### src/rtl/scanchain_pkg.sv
// Shared scan-chain definitions: frame field widths used by the UART client,
// writer FSM states and default timing.
package scanchain_pkg;

  localparam int SCAN_ADDR_BITS     = 12;
  localparam int SCAN_PAYLOAD_BITS  = 160;
  localparam int SCAN_HALF_PERIOD   = 4;
  localparam int SCAN_RESET_PERIODS = 4;

  typedef enum logic [1:0] {
    ST_IDLE,
    ST_SHIFT,
    ST_UPDATE,
    ST_RESET_PULSE
  } scan_state_e;

endpackage

### src/rtl/scanchain_phase_timer.sv
// Half-period down-counter for the scan clock: half_tick_o marks the last cycle
// of each half period, phase_o is the scan_clk level for the current half.
module scanchain_phase_timer #(
  parameter int HALF_PERIOD = 4
) (
  input  logic clk,
  input  logic reset,
  input  logic clr_i,
  output logic half_tick_o,
  output logic phase_o
);

  localparam int CW = (HALF_PERIOD > 1) ? $clog2(HALF_PERIOD) : 1;
  localparam logic [CW-1:0] RELOAD = CW'(HALF_PERIOD - 1);

  logic [CW-1:0] cnt_q;
  logic          phase_q;

  assign half_tick_o = (cnt_q == '0);
  assign phase_o     = phase_q;

  always_ff @(posedge clk or negedge reset) begin
    if (!reset) begin
      cnt_q   <= RELOAD;
      phase_q <= 1'b0;
    end else if (clr_i) begin
      cnt_q   <= RELOAD;
      phase_q <= 1'b0;
    end else if (half_tick_o) begin
      cnt_q   <= RELOAD;
      phase_q <= ~phase_q;
    end else begin
      cnt_q <= cnt_q - 1'b1;
    end
  end

endmodule

### src/rtl/scanchain_writer.sv
// Turns accepted {addr, payload} writes into a bit-serial scan shift plus update
// strobe, or into a scan-reset pulse when the write carries the reset flag.
//
// state          | meaning
// ST_IDLE        | ready for a write, scan pins quiet
// ST_SHIFT       | shifting frame LSB first, one bit per scan_clk period
// ST_UPDATE      | one scan_clk period of scan_update after the last bit
// ST_RESET_PULSE | scan_reset held for RESET_PERIODS scan_clk periods
module scanchain_writer
  import scanchain_pkg::*;
#(
  parameter int ADDR_BITS     = SCAN_ADDR_BITS,
  parameter int PAYLOAD_BITS  = SCAN_PAYLOAD_BITS,
  parameter int HALF_PERIOD   = SCAN_HALF_PERIOD,
  parameter int RESET_PERIODS = SCAN_RESET_PERIODS
) (
  input  logic                    clk,
  input  logic                    reset,
  output logic                    write_ready,
  input  logic                    write_valid,
  input  logic [ADDR_BITS-1:0]    write_addr,
  input  logic [PAYLOAD_BITS-1:0] write_payload,
  input  logic                    write_reset,
  output logic                    scan_clk,
  output logic                    scan_en,
  output logic                    scan_in,
  output logic                    scan_update,
  output logic                    scan_reset
);

  localparam int FRAME_BITS = ADDR_BITS + PAYLOAD_BITS;
  localparam int FB_W       = $clog2(FRAME_BITS + 1);
  localparam int RP_W       = $clog2(RESET_PERIODS + 1);
  localparam int CNT_W      = (FB_W > RP_W) ? FB_W : RP_W;

  scan_state_e           state_q, state_d;
  logic [FRAME_BITS-1:0] frame_q, frame_d;
  logic [CNT_W-1:0]      cnt_q, cnt_d;
  logic                  ready_q, sclk_q, sen_q, sin_q, supd_q, srst_q;
  logic                  accept, half_tick, phase, period_end, timer_clr;

  assign accept     = write_valid && ready_q;
  assign period_end = half_tick && phase;
  assign timer_clr  = (state_d != state_q);

  scanchain_phase_timer #(
    .HALF_PERIOD (HALF_PERIOD)
  ) u_phase_timer (
    .clk         (clk),
    .reset       (reset),
    .clr_i       (timer_clr),
    .half_tick_o (half_tick),
    .phase_o     (phase)
  );

  // cnt_q counts remaining bits (SHIFT) or remaining periods (RESET_PULSE)
  always_comb begin
    state_d = state_q;
    frame_d = frame_q;
    cnt_d   = cnt_q;
    case (state_q)
      ST_IDLE: begin
        if (accept) begin
          frame_d = {write_payload, write_addr};
          if (write_reset) begin
            state_d = ST_RESET_PULSE;
            cnt_d   = CNT_W'(RESET_PERIODS - 1);
          end else begin
            state_d = ST_SHIFT;
            cnt_d   = CNT_W'(FRAME_BITS - 1);
          end
        end
      end
      ST_SHIFT: begin
        if (period_end) begin
          frame_d = frame_q >> 1;
          if (cnt_q == '0) state_d = ST_UPDATE;
          else             cnt_d   = cnt_q - 1'b1;
        end
      end
      ST_UPDATE: begin
        if (period_end) state_d = ST_IDLE;
      end
      ST_RESET_PULSE: begin
        if (period_end) begin
          if (cnt_q == '0) state_d = ST_IDLE;
          else             cnt_d   = cnt_q - 1'b1;
        end
      end
      default: state_d = ST_IDLE;
    endcase
  end

  // Scan pins follow the state one cycle late; ready drops on the accept edge itself.
  always_ff @(posedge clk or negedge reset) begin
    if (!reset) begin
      state_q <= ST_IDLE;
      frame_q <= '0;
      cnt_q   <= '0;
      ready_q <= 1'b0;
      sclk_q  <= 1'b0;
      sen_q   <= 1'b0;
      sin_q   <= 1'b0;
      supd_q  <= 1'b0;
      srst_q  <= 1'b0;
    end else begin
      state_q <= state_d;
      frame_q <= frame_d;
      cnt_q   <= cnt_d;
      ready_q <= (state_q == ST_IDLE) && !accept;
      sclk_q  <= ((state_q == ST_SHIFT) || (state_q == ST_RESET_PULSE)) && phase;
      sen_q   <= (state_q == ST_SHIFT);
      sin_q   <= (state_q == ST_SHIFT) && frame_q[0];
      supd_q  <= (state_q == ST_UPDATE);
      srst_q  <= (state_q == ST_RESET_PULSE);
    end
  end

  assign write_ready = ready_q;
  assign scan_clk    = sclk_q;
  assign scan_en     = sen_q;
  assign scan_in     = sin_q;
  assign scan_update = supd_q;
  assign scan_reset  = srst_q;

endmodule

### config.mk
export PLATFORM = sky130hd
export DESIGN_NAME = scanchain_writer
export DESIGN_NICKNAME = d
export VERILOG_FILES = /design/src/rtl/scanchain_pkg.sv /design/src/rtl/scanchain_phase_timer.sv /design/src/rtl/scanchain_writer.sv
export SDC_FILE = /design/constraint.sdc
export NUM_CORES = 1
export LEC_CHECK = 0
export ABC_AREA = 0
export CORE_AREA = 2 2 137 139
export DETAILED_ROUTE_END_ITERATION = 8
export DIE_AREA = 0 0 139 141
export PLACE_DENSITY_LB_ADDON = 0.05
export SETUP_SLACK_MARGIN = 0.1
export SLEW_MARGIN = 20
export SYNTH_ARGS = -nofsm -noshare
export SYNTH_HDL_FRONTEND = slang
export SYNTH_HIERARCHICAL = 1
export SYNTH_SLANG_ARGS = --single-unit
### constraint.sdc
create_clock -name clk -period 3.62 [get_ports clk]
set_clock_uncertainty 0.1 [all_clocks]
set_input_delay 0.724 -clock clk [delete_from_list [all_inputs] [get_ports clk]]
set_output_delay 0.724 -clock clk [all_outputs]
set_load 0.05 [all_outputs]
Word-level counts from Yosys, hierarchy flattened
Index checks and enable logic that the tools add are counted.
{"block": "word_totals", "regBits": 191, "in_bits": 176, "wordCells": 58}
{"block": "op_classes", "add_sub_neg": 2, "n_eq_ne": 8, "n_mux": 20, "n_bitwise": 1, "n_reduce_logical": 16}
{"cell": "two-way mux 172 bit", "n": 2}
{"cell": "one-hot mux 172 bit (2 select lines)", "n": 1}
{"cell": "two-way mux 8 bit", "n": 4}
{"cell": "two-way mux 2 bit", "n": 9}
{"cell": "one-hot mux 8 bit (2 select lines)", "n": 1}
{"cell": "logical NOT 8 bit", "n": 1}
{"cell": "one-hot mux 2 bit (4 select lines)", "n": 1}
{"cell": "subtractor 8 x 1 -> 8 bit (second input constant)", "n": 1}
{"cell": "inequality test 2 bit (second input constant)", "n": 3}
{"cell": "nonzero test 2 bit", "n": 3}
{"cell": "logical AND 1 bit", "n": 5}
{"cell": "== test 2 bit (second input constant)", "n": 2}
{"cell": "logical NOT 2 bit", "n": 2}
{"cell": "AND reduction 4 bit", "n": 1}
{"cell": "AND reduction 3 bit", "n": 1}
{"cell": "== test 2 x 1 -> 1 bit (second input constant)", "n": 1}
{"cell": "two-way mux 1 bit", "n": 2}
{"cell": "inequality test 2 x 1 -> 1 bit (second input constant)", "n": 1}
{"cell": "inequality test 2 bit", "n": 1}
{"cell": "OR reduction 2 bit", "n": 1}
{"cell": "subtractor 2 x 1 -> 2 bit (second input constant)", "n": 1}
{"cell": "logical NOT 1 bit", "n": 1}
{"cell": "logical OR 1 bit", "n": 1}
{"cell": "NOT 1 bit", "n": 1}

Depth between registers and ports, before layout
Gate-level depths: netlist of the first run.
{"block": "depth", "depth_word": 6, "mapped_depth": 9}

Modules after synthesis
Netlist of the first run, hierarchy kept.
{"module": "scanchain_writer", "instances": 1, "cells_per_inst": 826, "area_each_um2": 8628.3}
{"module": "scanchain_phase_timer", "instances": 1, "cells_per_inst": 10, "area_each_um2": 122.6}

Worst setup path before layout of the first run
No wires, ideal clock.
{"block": "synth_path", "path_kind": "input-to-reg", "from": "in write_valid", "to": "reg frame_q[63]", "setup_ns": 0.083, "arrival_ns": 1.887, "slack_ns": 1.550, "path_stages": 8, "cell_sequence": "nor4bb_1 -> buf_4 -> a31oi_4 -> buf_2 -> buf_2 -> buf_2 -> nand2_1 -> o21ai_0"}
{"block": "synth_via", "elab_chain_cells": 3}
{"element": "start, declared", "line": "scanchain_writer.sv:20", "rtl": "input logic write_valid,"}
{"element": "logical AND 1 bit", "line": "scanchain_writer.sv:42", "rtl": "assign accept = write_valid && ready_q;"}
{"element": "inequality test 2 bit (no line)"}
{"element": "AND reduction 3 bit (no line)"}
{"element": "end signal, assigned", "line": "scanchain_writer.sv:108", "rtl": "frame_q <= frame_d;"}
{"element": "end, declared", "line": "scanchain_writer.sv:37", "rtl": "logic [FRAME_BITS-1:0] frame_q, frame_d;"}
Every way passes these cells.
A chain may end at the register's enable or synchronous reset.

Worst setup path after layout of the first run
{"block": "layout_path", "from": "reg ready_q (netlist: write_ready)", "to": "out write_ready"}
{"element": "start, declared", "line": "scanchain_writer.sv:39", "rtl": "logic ready_q, sclk_q, sen_q, sin_q, supd_q, srst_q;"}
{"element": "start signal, assigned", "line": "scanchain_writer.sv:110", "rtl": "ready_q <= (state_q == ST_IDLE) && !accept;"}
{"element": "end, declared", "line": "scanchain_writer.sv:19", "rtl": "output logic write_ready,"}
No word-level cell between the ends.

==> metrics.yaml, run 1 <==
outcome: "completed"
pwr-share-seq: 0.391
wl_met1_mm: 8.55
ctsHoldBuffers: 0
period_share: 0.673
powerDensity_mw_per_mm2: 855
critPathLaunchType: "register"
drc: 0
clkPwrFrac: 0.183
dp_hpwl_mm: 12.5
grt_max_degree: 104
p_int_mw: 6.03
cap_viol_max_count: 0
ctsHtreeMaxLevel: 4
drtIter0Drc: 318
die_width_um: 139
layout-drive-gt1-share: 0.0558
synth_nets: 1014
start_util: 0.479
max-slew-margin-rel: 0.439
multi_input_area_mm2: 0.00366
synth_cells: 836
fin_cells: 1237
swShare: 0.377
synth_common_cells: "189 x dfrtp_1, 178 x nand2_1, 171 x mux2i_1"
coreArea_mm2: 0.0183
ys_seq_area_frac: 0.546
avgSynthCellArea_um2: 10.5
hold_path_class: "input pin to async pin"
row_count: 50
die_area_mm2: 0.0196
fillers: 1586
worst_pin_slew_ps: 842
top_layer: "met4"
area_growth_pct: 29.5
overflow: 0
portBuffers: 181
clk_path_buf_depth: 2
final.min_clock_period_ps: 2440
yosysMostFrequentCell: "dfrtp_1"
finalHoldViolations: 0
cts_tree: "built"
grt_pass1_wl_mm: 31.2
critPathBufInv: 1
ys_seq_elements: 191
setup_viol: 0
max_freq_mhz: 411
vias_per_cell: 5.07
register_area_mm2: 0.00478
yosysWarnings: 6
drtAntennaViolNets: 0
yosysTopAreaCellShare: 0.540
clockRootBuffer: "clkbuf_16"
avgRoutedWirePerCell_um: 14.7
antennaDiodeCount: 0
synthTopCellsByArea: "dfrtp_1 54%, mux2i_1 20%, o21ai_0 9.3%"
crit_chain: "clkdlybuf4s50_1"
p_switching_mw: 3.65
worstSkewPairLatency_ps: 420
crit_type: "register to output pin"
cp_max_fo: 4
holdWs_ps: 198
worst_ir_drop_vdd_mv: 0.772
grt_pass1_vias: 6285
critPathRequiredTime_ps: 2800
drt-pass1-iter-count: 4
grt_antenna_before_repair: 0
finalWirelength_mm: 18.2
tritoncts.num_buffers: 17
synthArstFlopShare: 1.00
cpLargestDelayFamily: "buffers and inverters"
dp.cells: 1205
clkSlewWorstSetupHoldPaths_ps: 70
die_height_um: 141
ys_types: 44
fin_nets: 1168
grt_use_total: 0.195
wl_met3_mm: 1.15
yosysTopAreaCell: "dfrtp_1"
setup-tns-final_ps: 0
rsz0062_at_grt: "no"
post_cts.repair.setup_buffers: 0
gp_congestion: 0.758
synth_edf_count: 0
cts_resized: 0
critPathMaxStageDelay_ps: 810
netlist_area_mm2: 0.00875
p_comb_frac: 0.426
route.met2.wl_mm: 8.27
p_leak_nw: 5.37
final_util: 0.620
cp_slowest_cell: "clkdlybuf4s50_1"
cts_sinks: 191
vias: 6272
end_kind: "output pin"
ioPinCount: 182
crit_arrival_ps: 1610
maxSlewViolCount: 0
ys_dominant_reg_cell: "dfrtp_1"
[layer usage]
layer | vias up | GRT usage
met4 | 0 | 0.0569
met1 | 2917 | 0.268
met3 | 16 | 0.0615
met5 | - | 0
li1 | 3218 | -
met2 | 121 | 0.301
[cells by family after synthesis]
logic type	Yosys count	synth area share
adder cells (fa/ha/maj)	2	0.00286
AND/OR/NAND/NOR	206	0.0964
multiplexers	171	0.196
flip-flops	191	0.546
AO/OA/AOI/OAI	198	0.122
buffers and inverters	67	0.0360
XOR/XNOR	1	0.00100
[cell type report]
class                      instances  area share
multi-input combinational        578       0.323
clock buffer                      20      0.0403
clock inverter                    12     0.00916
sequential                       191       0.422
tap                              234      0.0258
inverter                           6     0.00199
timing repair buffer             196       0.178
[cell usage in the layout, fill, tap and decap left out, types with 3 or more instances in the layout]
master           netlist  layout
inv_1                  5       5
nand2_1              178     178
o21ai_1               12      12
o31ai_1                6       6
mux2i_1              171     171
clkdlybuf4s50_1        0     180
clkbuf_16              0      17
and2_1                 3       3
dfrtp_1              189     189
clkbuf_8               0       3
buf_12                 0       7
a21oi_1                4       4
o21ai_0              163     163
nand3_1                3       3
clkinv_4               0       4
inv_6                  0       3
nor2_1                 6       6
buf_4                  2       8
[flip-flops by register name, summed over array words and instances (netlist names)]
signal                 count
state_q                    2
u_phase_timer/cnt_q        2
scan_en                    1
scan_update                1
scan_clk                   1
scan_in                    1
u_phase_timer/phase_o      1
scan_reset                 1
frame_q                  172
cnt_q                      8
write_ready                1
[power groups by stage]
stage	clock [mW]	combinational (mW)	sequential, mW
floorplan	0	3.24	3.75
global placement	0	4.08	3.81
detailed placement	0	4.19	3.83
CTS	1.83	4.19	3.80
global route	1.92	4.69	3.94
finish	1.77	4.12	3.79
[metrics by stage]
| step | power [mW] | area (µm²) | setup WS, ps |
|---|---|---|---|
| after floorplan | 6.99 | 8750 | 1550 |
| after global placement | 7.88 | 10800 | 857 |
| after detailed placement | 8.02 | 10800 | 808 |
| after CTS | 9.82 | 11300 | 1160 |
| after global routing | 10.6 | 11300 | 1130 |
| final | 9.69 | 11300 | 1180 |
[final timing paths]
| path | startpoint | endpoint | slack (ps) | cells after the start |
|---|---|---|---|---|
| worst max register to register | state_q[0]$_DFF_PN0_ | frame_q[126]$_DFFE_PN0P_ | 1330 | 4 |
| worst min-delay path | reset | frame_q[18]$_DFFE_PN0P_ | 200 | 1 |
| worst max-delay path | write_ready$_DFF_PN0_ | write_ready | 1180 | 1 |
| min in group clk | frame_q[0]$_DFFE_PN0P_ | frame_q[0]$_DFFE_PN0P_ | 380 | 2 |
| max in group asynchronous | reset | u_phase_timer/cnt_q[1]$_DFF_PN1_ | 2430 | 2 |
| worst min register to register | frame_q[0]$_DFFE_PN0P_ | frame_q[0]$_DFFE_PN0P_ | 380 | 2 |
Power figures use the tool's default switching activity.
==> inputs of run 2 (changes only) <==
- clock period: 3.62 -> 2.5 ns (I/O delays scaled with it)
==> metrics.yaml, run 2 (same netlist as run 1, synthesis figures left out) <==
worst_pin_slew_ps: 549  # was 842 ps
clk_path_buf_depth: 2  # unchanged
p_switching_mw: 5.35  # was 3.65 mW
grt_pass1_vias: 6238  # was 6285
drc: 0  # unchanged
max-slew-margin-rel: 0.633  # was 0.439
crit_type: "register to output pin"  # unchanged
critPathBufInv: 1  # unchanged
p_int_mw: 9.22  # was 6.03 mW
mostFrequentLayoutCell: "dfrtp_1"  # unchanged
vias_per_cell: 5.01  # was 5.07
grt_use_total: 0.194  # was 0.195
dp_hpwl_mm: 12.7  # was 12.5 mm
end_kind: "output pin"  # unchanged
final.min_clock_period_ps: 2240
clockRootBuffer: "clkbuf_16"  # unchanged
cap_viol_max_count: 0  # unchanged
p_leak_nw: 5.48  # was 5.37 nW
crit_start: "write_ready$_DFF_PN0_"  # unchanged
grt_antenna_before_repair: 0  # unchanged
r2r_end: "cnt_q[7]$_DFFE_PN0P_"  # was frame_q[126]$_DFFE_PN0P_
finalHoldViolations: 0  # unchanged
antennaDiodeCount: 0  # unchanged
clkSlewWorstSetupHoldPaths_ps: 60  # was 70 ps
crit_arrival_ps: 1640  # was 1610 ps
cp_max_fo: 4  # unchanged
vias: 6266  # was 6272
cts_tree: "built"  # unchanged
finalWirelength_mm: 18.1  # was 18.2 mm
cpLargestDelayFamily: "buffers and inverters"  # unchanged
rsz0062_at_grt: "no"  # unchanged
fillers: 1525  # was 1586
area_growth_pct: 32.3  # was 29.5%
grtUsageMet3: 0.0625  # was 0.0615
endpoint: "write_ready"  # unchanged
critPathLaunchType: "register"  # unchanged
avgRoutedWirePerCell_um: 14.5  # was 14.7 µm
portBuffers: 181  # unchanged
coreArea_mm2: 0.0183  # unchanged
max_freq_mhz: 447
powerDensity_mw_per_mm2: 1260  # was 855 mW/mm²
fin_nets: 1182  # was 1168
setup-tns-final_ps: 0  # unchanged
reg2reg_slack_ps: 480  # was 1330 ps
p_comb_frac: 0.439  # was 0.426
swShare: 0.367  # was 0.377
critPathMaxStageDelay_ps: 820  # was 810 ps
ctsHtreeMaxLevel: 4  # unchanged
cts_resized: 0  # unchanged
drtIter0Drc: 331  # was 318
pwr-share-seq: 0.375  # was 0.391
gp_congestion: 0.767  # was 0.758
reg2reg_depth: 4  # unchanged
grt_max_degree: 60  # was 104
critPathRequiredTime_ps: 1900  # was 2800 ps
cts_sinks: 191  # unchanged
die_height_um: 141  # unchanged
top_regs: "frame_q x172, cnt_q x8"  # unchanged
top_register: "frame_q"  # unchanged
drtAntennaViolNets: 0  # unchanged
hold_depth: 1
worst_ir_drop_vdd_mv: 0.836  # was 0.772 mV
r2r_start: "cnt_q[0]$_DFFE_PN0P_"  # was state_q[0]$_DFF_PN0_
cp_num_cells: 1  # unchanged
fin_area_mm2: 0.0116  # was 0.0113 mm²
ioPinCount: 182  # unchanged
die_width_um: 139  # unchanged
layout-drive-gt1-share: 0.0669  # was 0.0558
outcome: "completed"  # unchanged
final_cell_mix: "189 x dfrtp_1, 180 x clkdlybuf4s50_1, 178 x nand2_1"  # unchanged
largest_reg_flops: 172  # unchanged
grt_use_met2: 0.293  # was 0.301
tritoncts.num_buffers: 17  # unchanged
period_share: 0.895
postPlaceCellArea_mm2: 0.0110  # was 0.0108 mm²
start_util: 0.479  # unchanged
grt_busiest_layer: "met2"  # unchanged
worstSkewPairLatency_ps: 430  # was 420 ps
hold_path_class: "register to register"  # was input pin to async pin
crit_chain: "clkdlybuf4s50_1"  # unchanged
cp_slowest_cell: "clkdlybuf4s50_1"  # unchanged
grt_util_met1: 0.274  # was 0.268
drt-pass1-iter-count: 4  # unchanged
row_count: 50  # unchanged
setup_viol: 0  # unchanged
maxSlewViolCount: 0  # unchanged
overflow: 0  # unchanged
clkPwrFrac: 0.185  # was 0.183
grt_pass1_wl_mm: 30.9  # was 31.2 mm
die_area_mm2: 0.0196  # unchanged
-- run 2: cell types whose count changed in the layout (fill, tap and decap cells not counted) --
cell	before	now
inv_6	3	2
dlygate4sd3_1	0	1
clkinv_2	1	2
buf_12	7	16
inv_8	2	0
clkinv_4	4	2
clkinvlp_4	2	4
clkbuf_8	3	2
buf_4	8	12
bufinv_16	0	2
clkbuf_1	1	2
-- run 2: what timing repair did --
| action | 4_1_cts | 5_1_grt |
|---|---|---|
| hold endpoints to repair | 55 | 0 |
| buffers inserted | 0 | 0 |
| endpoints found under the setup margin | 0 | 0 |
| hold buffers | 1 | 0 |
-- run 2: stage by stage --
| step | std cells | power [mW] | worst slack (ps) | hold WS (ps) | util |
|---|---|---|---|---|---|
| after floorplan | 836 | 10.1 | 436 | 104 | - |
| after global placement | 1218 | 11.8 | 169 | 357 | 0.601 |
| after detailed placement | 1218 | 12.0 | 171 | 364 | 0.601 |
| after CTS | 1251 | 14.7 | 255 | 379 | 0.634 |
| after global routing | 1251 | 15.8 | 208 | 402 | 0.634 |
| final | 1251 | 14.6 | 263 | 374 | 0.634 |
-- run 2: worst register-to-register path, stage by stage (launching register included) --
cell and delay, ps:
dfrtp_1 400, or4_4 570, or4b_1 510, o31ai_1 200, a221o_2 190
-- run 2: worst min path at each step --
stage	startpoint	slack, ps	end
after floorplan	reset	100	cnt_q[0]$_DFFE_PN0P_
after global placement	frame_q[0]$_DFFE_PN0P_	360	scan_in$_DFF_PN0_
after detailed placement	frame_q[0]$_DFFE_PN0P_	360	scan_in$_DFF_PN0_
after CTS	frame_q[0]$_DFFE_PN0P_	380	scan_in$_DFF_PN0_
after global routing	frame_q[0]$_DFFE_PN0P_	400	scan_in$_DFF_PN0_
final	frame_q[0]$_DFFE_PN0P_	370	scan_in$_DFF_PN0_
-- run 2: power groups by stage --
stage | combinational [mW] | sequential, mW | clock, mW
floorplan | 4.69 | 5.43 | 0
CTS | 6.51 | 5.48 | 2.76
global placement | 6.35 | 5.48 | 0
global route | 7.26 | 5.69 | 2.89
detailed placement | 6.51 | 5.52 | 0
finish | 6.40 | 5.47 | 2.70
-- run 2: layer usage --
metal / up-vias / wire [µm] / part of all wire
met5: - / 0 / 0
met4: 0 / 202 / 0.011
met3: 13 / 1120 / 0.062
met2: 126 / 7890 / 0.44
met1: 2891 / 8910 / 0.49
li1: 3236 / - / -
-- run 2: area by class of cell --
class | instances | area (µm²) | area share
Clock buffer | 20 | 447 | 0.0386
Clock inverter | 12 | 135 | 0.0117
Inverter | 6 | 22.5 | 0.00195
Multi-Input combinational cell | 578 | 3660 | 0.316
Sequential cell | 191 | 4780 | 0.413
Tap cell | 234 | 293 | 0.0253
Timing Repair Buffer | 210 | 2240 | 0.193
==> inputs of run 3 (changes only) <==
- CORE_AREA: 2 2 137 139 -> 5 5 140 142
- CTS_CLUSTER_DIAMETER: unset -> 200
- DIE_AREA: 0 0 139 141 -> 0 0 145 147
- TNS_END_PERCENT: unset -> 5
==> metrics.yaml, run 3 (same netlist as run 1, synthesis figures left out) <==
die_area_mm2: 0.0213  # was 0.0196 mm²
register_area_mm2: 0.00478  # unchanged
grt_pass1_vias: 6239  # was 6238
grt_use_total: 0.179  # was 0.194
crit_chain: "clkdlybuf4s50_1"  # unchanged
r2r_start: "cnt_q[0]$_DFFE_PN0P_"  # unchanged
worstSkewPairLatency_ps: 430  # about the same
fillers: 1534  # was 1525
postPlaceCellArea_mm2: 0.0111  # was 0.0110 mm²
grt_max_degree: 64  # was 60
period_share: 0.898  # was 0.895
setup_viol: 0  # unchanged
fin_cells: 1261  # was 1251
largest_reg_flops: 172  # unchanged
vias: 6335  # was 6266
finalWirelength_mm: 18.8  # was 18.1 mm
vias_per_cell: 5.02  # was 5.01
clkSlewWorstSetupHoldPaths_ps: 70  # was 60 ps
cts_tree: "built"  # unchanged
drt-pass1-iter-count: 4  # unchanged
setup-tns-final_ps: 0  # unchanged
final_cell_mix: "189 x dfrtp_1, 180 x clkdlybuf4s50_1, 178 x nand2_1"  # unchanged
crit_start: "write_ready$_DFF_PN0_"  # unchanged
dp_hpwl_mm: 13.5  # was 12.7 mm
start_util: 0.477  # was 0.479
clk_path_buf_depth: 2  # unchanged
ioPinCount: 182  # unchanged
critPathRequiredTime_ps: 1900  # about the same
rsz0062_at_grt: "no"  # unchanged
coreArea_mm2: 0.0183  # about the same
outcome: "completed"  # unchanged
drc: 0  # unchanged
hold_path_class: "register to register"  # unchanged
critPathBufInv: 1  # unchanged
cp_slowest_cell: "clkdlybuf4s50_1"  # unchanged
cts_sinks: 191  # unchanged
multi_input_area_mm2: 0.00366  # unchanged
gp_congestion: 0.745  # was 0.767
portBuffers: 181  # unchanged
critPathLaunchType: "register"  # unchanged
fin_nets: 1193  # was 1182
crit_type: "register to output pin"  # unchanged
antennaDiodeCount: 0  # unchanged
cp_max_fo: 4  # unchanged
critPathMaxStageDelay_ps: 820  # about the same
cap_viol_max_count: 0  # unchanged
max-slew-margin-rel: 0.636  # was 0.633
end_kind: "output pin"  # unchanged
area_growth_pct: 33.7  # was 32.3%
finalHoldViolations: 0  # unchanged
grt_antenna_before_repair: 0  # unchanged
top_regs: "frame_q x172, cnt_q x8"  # unchanged
clockRootBuffer: "clkbuf_16"  # unchanged
dp.cells: 1229  # was 1218
overflow: 0  # unchanged
worst_pin_slew_ps: 546  # was 549 ps
cpLargestDelayFamily: "buffers and inverters"  # unchanged
p_leak_nw: 5.55  # was 5.48 nW
maxSlewViolCount: 0  # unchanged
drtAntennaViolNets: 0  # unchanged
cts_resized: 0  # unchanged
min_from: "frame_q[107]$_DFFE_PN0P_"  # was frame_q[0]$_DFFE_PN0P_
fin_area_mm2: 0.0117  # was 0.0116 mm²
final.min_clock_period_ps: 2240  # about the same
row_count: 50  # unchanged
worst_ir_drop_vdd_mv: 1.06  # was 0.836 mV
drtIter0Drc: 247  # was 331
mostFrequentLayoutCell: "dfrtp_1"  # unchanged
powerDensity_mw_per_mm2: 1260  # about the same
layout-drive-gt1-share: 0.0769  # was 0.0669
max_freq_mhz: 446  # was 447 MHz
avgRoutedWirePerCell_um: 14.9  # was 14.5 µm
ctsHtreeMaxLevel: 4  # unchanged
tritoncts.num_buffers: 17  # unchanged
die_width_um: 145  # was 139 µm
grt_pass1_wl_mm: 31.3  # was 30.9 mm
crit_arrival_ps: 1640  # about the same
top_register: "frame_q"  # unchanged
die_height_um: 147  # was 141 µm
==> run 3: final cells by class <==
type	count	area share
repair buffers	221	0.204
clock inverters	13	0.0110
inverters	6	0.00193
multi-input cells	578	0.313
flip-flops and latches	191	0.409
well taps	234	0.0250
clock buffers	18	0.0367
==> run 3: what timing repair did <==
action / 4_1_cts / 5_1_grt
hold buffers: 1 / 0
endpoints found under the hold margin: 59 / 0
setup buffers: 0 / 0
==> run 3: through the flow <==
stage               setup slack (ps)  hold slack (ps)  utilization  power (mW)
detailed placement               148              367        0.607        12.3
global route                     181              398        0.638        16.0
finish                           256              378        0.638        14.8
global placement                 186              358        0.607        12.1
floorplan                        436              104            -        10.1
CTS                              240              382        0.638        15.0
==> run 3: path summary, 6_finish.rpt <==
path,endpoint,slack (ps),cells after the start
setup / recovery,write_ready,260,1
hold / removal,frame_q[107]$_DFFE_PN0P_,380,2
setup reg to reg,cnt_q[7]$_DFFE_PN0P_,450,4
hold reg to reg,frame_q[107]$_DFFE_PN0P_,380,2
max in group asynchronous,u_phase_timer/cnt_q[0]$_DFF_PN1_,990,3
min in group asynchronous,frame_q[11]$_DFFE_PN0P_,520,2
==> run 3: worst register-to-register path: cells and delay by family, from the launching register on <==
family	cells	cell delay (ps)
compound gates	2	400
flops	1	410
simple gates	2	1090
==> run 3: routing by layer <==
metal	up-vias	GRT usage	wire (µm)
li1	3262	-	-
met1	2940	0.249	8980
met2	115	0.278	8770
met3	18	0.0540	892
met4	0	0.0410	195
met5	-	0	0
==> run 3: report_power, final <==
group	switching [mW]	internal [mW]	total, mW	leakage (nW)
sequential	0.813	4.65	5.46	2.41
combinational	3.39	3.29	6.69	2.87
clock	1.22	1.39	2.62	0.269
total	5.43	9.34	14.8	5.55
